## src/rtl/nn_pkg.sv

```systemverilog
// rtl/nn_pkg.sv - FSM state type, Q-format constants and saturating add shared by nn_layer_seq
package nn_pkg;

    typedef enum logic [1:0] {
        ST_IDLE = 2'd0,
        ST_LOAD = 2'd1,
        ST_MAC  = 2'd2,
        ST_EMIT = 2'd3
    } nn_state_e;

    localparam int NN_WIDTH = 16;
    localparam int NN_HALF  = NN_WIDTH / 2;
    localparam logic [NN_WIDTH-1:0] NN_ONE = NN_WIDTH'(1) << NN_HALF;

    function automatic int q_half(input int w);
        return w / 2;
    endfunction

    // Operands arrive sign-extended from w bits, so the 32-bit sum cannot itself overflow.
    function automatic logic signed [31:0] sat_add(input logic signed [31:0] a,
                                                   input logic signed [31:0] b,
                                                   input int w);
        logic signed [31:0] s;
        logic signed [31:0] hi;
        logic signed [31:0] lo;
        s  = a + b;
        hi = (32'sd1 <<< (w - 1)) - 32'sd1;
        lo = -(32'sd1 <<< (w - 1));
        if (s > hi) begin
            return hi;
        end
        if (s < lo) begin
            return lo;
        end
        return s;
    endfunction

endpackage

```

## src/rtl/nn_mul_q.sv

```systemverilog
// rtl/nn_mul_q.sv - signed fixed-point multiply, full product truncated back to the input Q-format
module nn_mul_q
    import nn_pkg::*;
#(
    parameter int WIDTH = 16
)
(
    input  logic signed [WIDTH-1:0] a,
    input  logic signed [WIDTH-1:0] b,
    output logic signed [WIDTH-1:0] p
);

    localparam int HALF = q_half(WIDTH);

    logic signed [2*WIDTH-1:0] full;

    assign full = a * b;
    assign p    = WIDTH'(full >>> HALF);

endmodule

```

## src/rtl/nn_layer_seq.sv

```systemverilog
// rtl/nn_layer_seq.sv - sequential fully-connected layer with step activation; NN_LAYER_SEQ_SAT_EN enables saturating accumulate
module nn_layer_seq
    import nn_pkg::*;
#(
    parameter int WIDTH = 16,
    parameter int N_IN  = 2,
    parameter int N_OUT = 2
)
(
    input  logic                                     clk,
    input  logic                                     rst_n,
    input  logic                                     in_valid,
    output logic                                     in_ready,
    input  logic [WIDTH-1:0]                         in_data,
    output logic [$clog2(N_IN*N_OUT+N_OUT)-1:0]      coeff_addr,
    input  logic [WIDTH-1:0]                         coeff_data,
    output logic                                     out_valid,
    input  logic                                     out_ready,
    output logic [WIDTH-1:0]                         out_data,
    output logic [((N_OUT > 1) ? $clog2(N_OUT) : 1)-1:0] out_idx,
    output logic                                     busy
);

    localparam int HALF = q_half(WIDTH);
    localparam logic [WIDTH-1:0] ONE = WIDTH'(1) << HALF;
    localparam int AW   = $clog2(N_IN*N_OUT+N_OUT);
    localparam int JW   = (N_OUT > 1) ? $clog2(N_OUT) : 1;
    localparam int KW   = (N_IN > 1) ? $clog2(N_IN) : 1;
    localparam int CW   = $clog2(N_IN + 2);

    nn_state_e               state_q, state_d;
    logic [WIDTH-1:0]        x_q [N_IN];
    logic [WIDTH-1:0]        x_d [N_IN];
    logic [KW-1:0]           k_q, k_d;
    logic [JW-1:0]           j_q, j_d;
    logic [CW-1:0]           cnt_q, cnt_d;
    logic signed [WIDTH-1:0] acc_q, acc_d;
    logic                    rdy_q, rdy_d;

    logic [KW-1:0]           x_idx;
    logic signed [WIDTH-1:0] mul_a;
    logic signed [WIDTH-1:0] mul_p;
    logic signed [WIDTH-1:0] term;
    logic signed [WIDTH-1:0] acc_sum;
    logic                    is_bias;

    // MAC cycle cnt consumes the word addressed in cycle cnt-1.
    assign x_idx   = KW'(cnt_q - CW'(1));
    assign mul_a   = x_q[x_idx];
    assign is_bias = (cnt_q == CW'(N_IN + 1));

    nn_mul_q #(.WIDTH(WIDTH)) u_mul (
        .a (mul_a),
        .b (coeff_data),
        .p (mul_p)
    );

    assign term = is_bias ? coeff_data : mul_p;

`ifdef NN_LAYER_SEQ_SAT_EN
    assign acc_sum = WIDTH'(sat_add(32'(acc_q), 32'(term), WIDTH));
`else
    assign acc_sum = acc_q + term;
`endif

    always_comb begin
        coeff_addr = '0;
        if (state_q == ST_MAC) begin
            if (cnt_q < CW'(N_IN)) begin
                coeff_addr = AW'(32'(j_q) * 32'(N_IN) + 32'(cnt_q));
            end else if (cnt_q == CW'(N_IN)) begin
                coeff_addr = AW'(32'(N_IN * N_OUT) + 32'(j_q));
            end
        end
    end

    assign in_ready  = rdy_q && ((state_q == ST_IDLE) || (state_q == ST_LOAD));
    assign busy      = (state_q != ST_IDLE);
    assign out_valid = (state_q == ST_EMIT);
    assign out_idx   = out_valid ? j_q : '0;
    assign out_data  = (out_valid && (acc_q != '0) && !acc_q[WIDTH-1]) ? ONE : '0;

    always_comb begin
        state_d = state_q;
        x_d     = x_q;
        k_d     = k_q;
        j_d     = j_q;
        cnt_d   = cnt_q;
        acc_d   = acc_q;
        rdy_d   = 1'b1;
        case (state_q)
            ST_IDLE, ST_LOAD: begin
                if (in_valid && in_ready) begin
                    x_d[k_q] = in_data;
                    if (k_q == KW'(N_IN - 1)) begin
                        k_d     = '0;
                        j_d     = '0;
                        cnt_d   = '0;
                        acc_d   = '0;
                        state_d = ST_MAC;
                    end else begin
                        k_d     = k_q + 1'b1;
                        state_d = ST_LOAD;
                    end
                end
            end
            ST_MAC: begin
                if (cnt_q != '0) begin
                    acc_d = acc_sum;
                end
                if (is_bias) begin
                    state_d = ST_EMIT;
                end else begin
                    cnt_d = cnt_q + 1'b1;
                end
            end
            ST_EMIT: begin
                if (out_ready) begin
                    cnt_d = '0;
                    acc_d = '0;
                    if (j_q == JW'(N_OUT - 1)) begin
                        j_d     = '0;
                        state_d = ST_IDLE;
                    end else begin
                        j_d     = j_q + 1'b1;
                        state_d = ST_MAC;
                    end
                end
            end
            default: state_d = ST_IDLE;
        endcase
    end

    always_ff @(posedge clk or negedge rst_n) begin
        if (!rst_n) begin
            state_q <= ST_IDLE;
            for (int i = 0; i < N_IN; i++) begin
                x_q[i] <= '0;
            end
            k_q     <= '0;
            j_q     <= '0;
            cnt_q   <= '0;
            acc_q   <= '0;
            rdy_q   <= 1'b0;
        end else begin
            state_q <= state_d;
            x_q     <= x_d;
            k_q     <= k_d;
            j_q     <= j_d;
            cnt_q   <= cnt_d;
            acc_q   <= acc_d;
            rdy_q   <= rdy_d;
        end
    end

endmodule
```

## config.mk

```make
export PLATFORM = sky130hd
export DESIGN_NAME = nn_layer_seq
export DESIGN_NICKNAME = d
export VERILOG_FILES = /design/src/rtl/nn_pkg.sv /design/src/rtl/nn_mul_q.sv /design/src/rtl/nn_layer_seq.sv
export SDC_FILE = /design/constraint.sdc
export NUM_CORES = 1
export LEC_CHECK = 0
export BUFFER_PORTS_ARGS = -buffer_cell sky130_fd_sc_hd__buf_2
export CORE_MARGIN = 5
export CORE_UTILIZATION = 55
export DETAILED_ROUTE_END_ITERATION = 7
export PLACE_DENSITY_LB_ADDON = 0.2
export SLEW_MARGIN = 20
export SYNTH_ARGS = -nofsm -noshare
export SYNTH_HDL_FRONTEND = slang
export SYNTH_HIERARCHICAL = 1
export SYNTH_SLANG_ARGS = --single-unit
```

## constraint.sdc

```tcl
create_clock -name clk -period 20.9 [get_ports clk]
set_input_delay 4.18 -clock clk [delete_from_list [all_inputs] [get_ports clk]]
set_output_delay 4.18 -clock clk [all_outputs]
set_load 0.01 [all_outputs]
```

==> metrics.yaml <==
run_status:
  status: "completed"
min_path:
  holdPathEnd: "x_q[1]"
  holdPathStages: 1
  min_from: "x_q[1]"
  hp-class: "flop to flop"
timing:
  clock_skew_ns: 0.00589
  fmax_mhz: 92.8
  worstMarginPinSlew_ns: 0.916
  hold_violations: 0
  finalSetupViolations: 0
  drv_slew: 0
  tns_ns: 0
  slew_headroom_pct: 38.9
  fin_crit_ns: 10.77
  grt_setup_unrepaired: "false"
  finalCritPeriodShare_pct: 51.5
cells_and_area:
  area_delta_synth_final_pct: 4.31
  drive_gt1_share_pct: 10.7
  fin_area_mm2: 0.0116
  diodes: 0
  regArea_mm2: 0.00138
  fill_cells: 1829
  nets: 1533
  multi_input_area_mm2: 0.00855
placement:
  gp_congestion: 0.898
  numPortBuffers: 43
  placed_cell_area_mm2: 0.0114
  dp_hpwl_um: 20600
clocking:
  clock_path_buffers: 2
  htreeDepth: 2
  cts_inserted_buffers: 5
  cts-root-buf: "clkbuf_16"
  clock-sinks: 55
  clkLatencyLatePin_ns: 0.29
  cts.repair.resized: 0
  hold_buffers: 0
  cts_tree: "built"
  clk_pin_slew_ns: 0.07
  cts_setup_buffers: 0
global_routing:
  grt_pass1_vias: 8514
  grt_first_pass_wirelength_um: 43700
  overflow: 0
  grt_usage_pct: 23.0
  grt_max_degree: 56
  antenna_found_initial: 0
worst_setup_path:
  cp_common_cell: "fa_1"
  cp.required_ns: 21.08
  reg2reg_from: "cnt_q[0]"
  rr_worst_depth: 23
  timing_worst_setup_path_type: "primary input to flop"
  ff2ff_setup_slack_ns: 12.73
  path_cells: "buf_2 -> nand2_1 -> fa_1 -> fa_1 -> inv_1 -> fa_1 -> inv_1 -> fa_1 -> fa_1 -> fa_1 -> inv_1 -> ha_1 -> and3_1 -> and3_4 -> a221oi_2 -> nand4b_1 -> a31oi_1 -> xnor2_1 -> mux2_2 -> ha_1 -> and3_1 -> a31oi_1 -> o21ai_0 -> a221o_1"
  arrival_ns: 10.95
  worst-path-max-fanout: 17
  regToRegEndpoint: "acc_q[14]"
  cp_slowest_cell: "fa_1"
  end_kind: "flop"
  cp-start-kind: "primary input"
  max_stage_delay_ns: 0.58
detailed_routing:
  drt-total-wl_um: 26100
  drc: 0
  routed-via-count: 7979
  drt-wirelength-per-cell_um: 17.6
  drtIter0Drc: 430
  viasPerCell: 5.36
  drtAntennaViolNets: 0
  firstDrtPassIters: 5
yosys:
  yosysWarnings: 6
  netlist_area_mm2: 0.0111
  synth_area_per_cell_um2: 9.18
  synth_seq_cells: 55
  synth_seq_area_share_pct: 12.4
  ys.flop_type: "dfrtp_1"
  synth_top_area_share_pct: 33.7
  synth_edf_count: 0
  synth.most_common_cell: "inv_1"
  async_flop_share_pct: 100
  syn_inst: 1209
  synth_area_leaders: "fa_1, dfrtp_1, ha_1"
  netlist_top_cells_count: "inv_1, fa_1, nand2_1"
  yosys.area.top_type: "fa_1"
  synthDistinctLibCells: 66
floorplan:
  core.rowCount: 52
  ioPinCount: 59
  die-area_mm2: 0.0231
  coreArea_mm2: 0.0200
  start_util_pct: 55.4
  fp.dieW_um: 152
  die_h_um: 152
flow_run:
  drv_cap: 0
==> worst max path at each step <==
stage	start	to	slack, ns	cells past startpoint
5_1_grt	coeff_data[2]	acc_q[14]	9.81	23
4_1_cts	coeff_data[1]	acc_q[14]	10.20	24
3_5_place_dp	coeff_data[1]	acc_q[14]	9.94	24
2_1_floorplan	coeff_data[7]	acc_q[14]	10.36	26
3_3_place_gp	coeff_data[1]	acc_q[14]	10.05	24
6_report	coeff_data[1]	acc_q[14]	10.13	24
==> logic make-up (layout without fill, tap and decap cells) <==
kind of cell / Yosys count / after routing / synth area share [%]
flops: 55 / 55 / 12.4
simple gates: 338 / 338 / 14.8
xor+xnor: 43 / 43 / 3.52
fa+ha+maj: 279 / 279 / 44.1
buf+inv: 308 / 303 / 11.1
compound gates: 117 / 117 / 7.26
mux: 67 / 67 / 6.76
other cells: 2 / 16 / 0.0677
==> flip-flops by register name (all words and copies together), names as in the netlist <==
signal   flops
j_q          1
rdy_q        1
cnt_q        2
state_q      2
acc_q       16
x_q         32
k_q          1
==> worst max-delay path: cells and delay by family <==
family	cells	cell delay [ns]
adder cells (fa/ha/maj)	8	3.78
AO/OA/AOI/OAI	5	1.26
AND/OR/NAND/NOR	5	0.91
buffers and inverters	4	0.46
multiplexers	1	0.26
XOR/XNOR	1	0.09
==> cell type report <==
class	count	share of cell area, %
multi-input cells	860	73.8
inverters	251	8.14
well taps	270	2.92
flip-flops and latches	55	11.9
clock buffers	5	1.08
clock inverters	2	0.151
repair buffers	45	1.99
==> per-stage QoR <==
step                      utilization [%]  hold slack (ns)  std cells  worst slack, ns
after floorplan                         -            0.470       1223            10.36
after detailed placement             57.1            0.491       1481             9.94
after global placement               57.1            0.484       1481            10.05
final                                57.8            0.501       1488            10.13
after global routing                 57.8            0.522       1488             9.81
after CTS                            57.8            0.507       1488            10.20
==> metal layers <==
| layer | share of wire (%) | GRT usage [%] | routed length (um) | vias to the layer above |
|---|---|---|---|---|
| li1 | - | - | - | 3719 |
| met1 | 44 | 31.5 | 11500 | 4051 |
| met2 | 51 | 40.7 | 13300 | 180 |
| met3 | 4.0 | 2.45 | 1030 | 29 |
| met4 | 1.4 | 3.55 | 363 | 0 |
| met5 | 0 | 0 | 0 | - |
==> cells in the final DEF (no fill, tap or decap), types with 8 or more instances in the layout <==
| cell | n |
|---|---|
| nand3_1 | 9 |
| fa_1 | 187 |
| a21o_1 | 10 |
| buf_2 | 43 |
| inv_1 | 251 |
| mux2_2 | 64 |
| a21oi_1 | 22 |
| o21ai_0 | 30 |
| nand2_1 | 164 |
| xnor2_1 | 30 |
| xor2_1 | 12 |
| a31oi_1 | 8 |
| dfrtp_1 | 55 |
| and2_1 | 98 |
| ha_1 | 92 |
| nor2_1 | 30 |
| conb_1 | 16 |
Power is left out: the tool's default activity adds up to more than one toggle a clock period on the data nets, which glitch-free logic cannot reach.
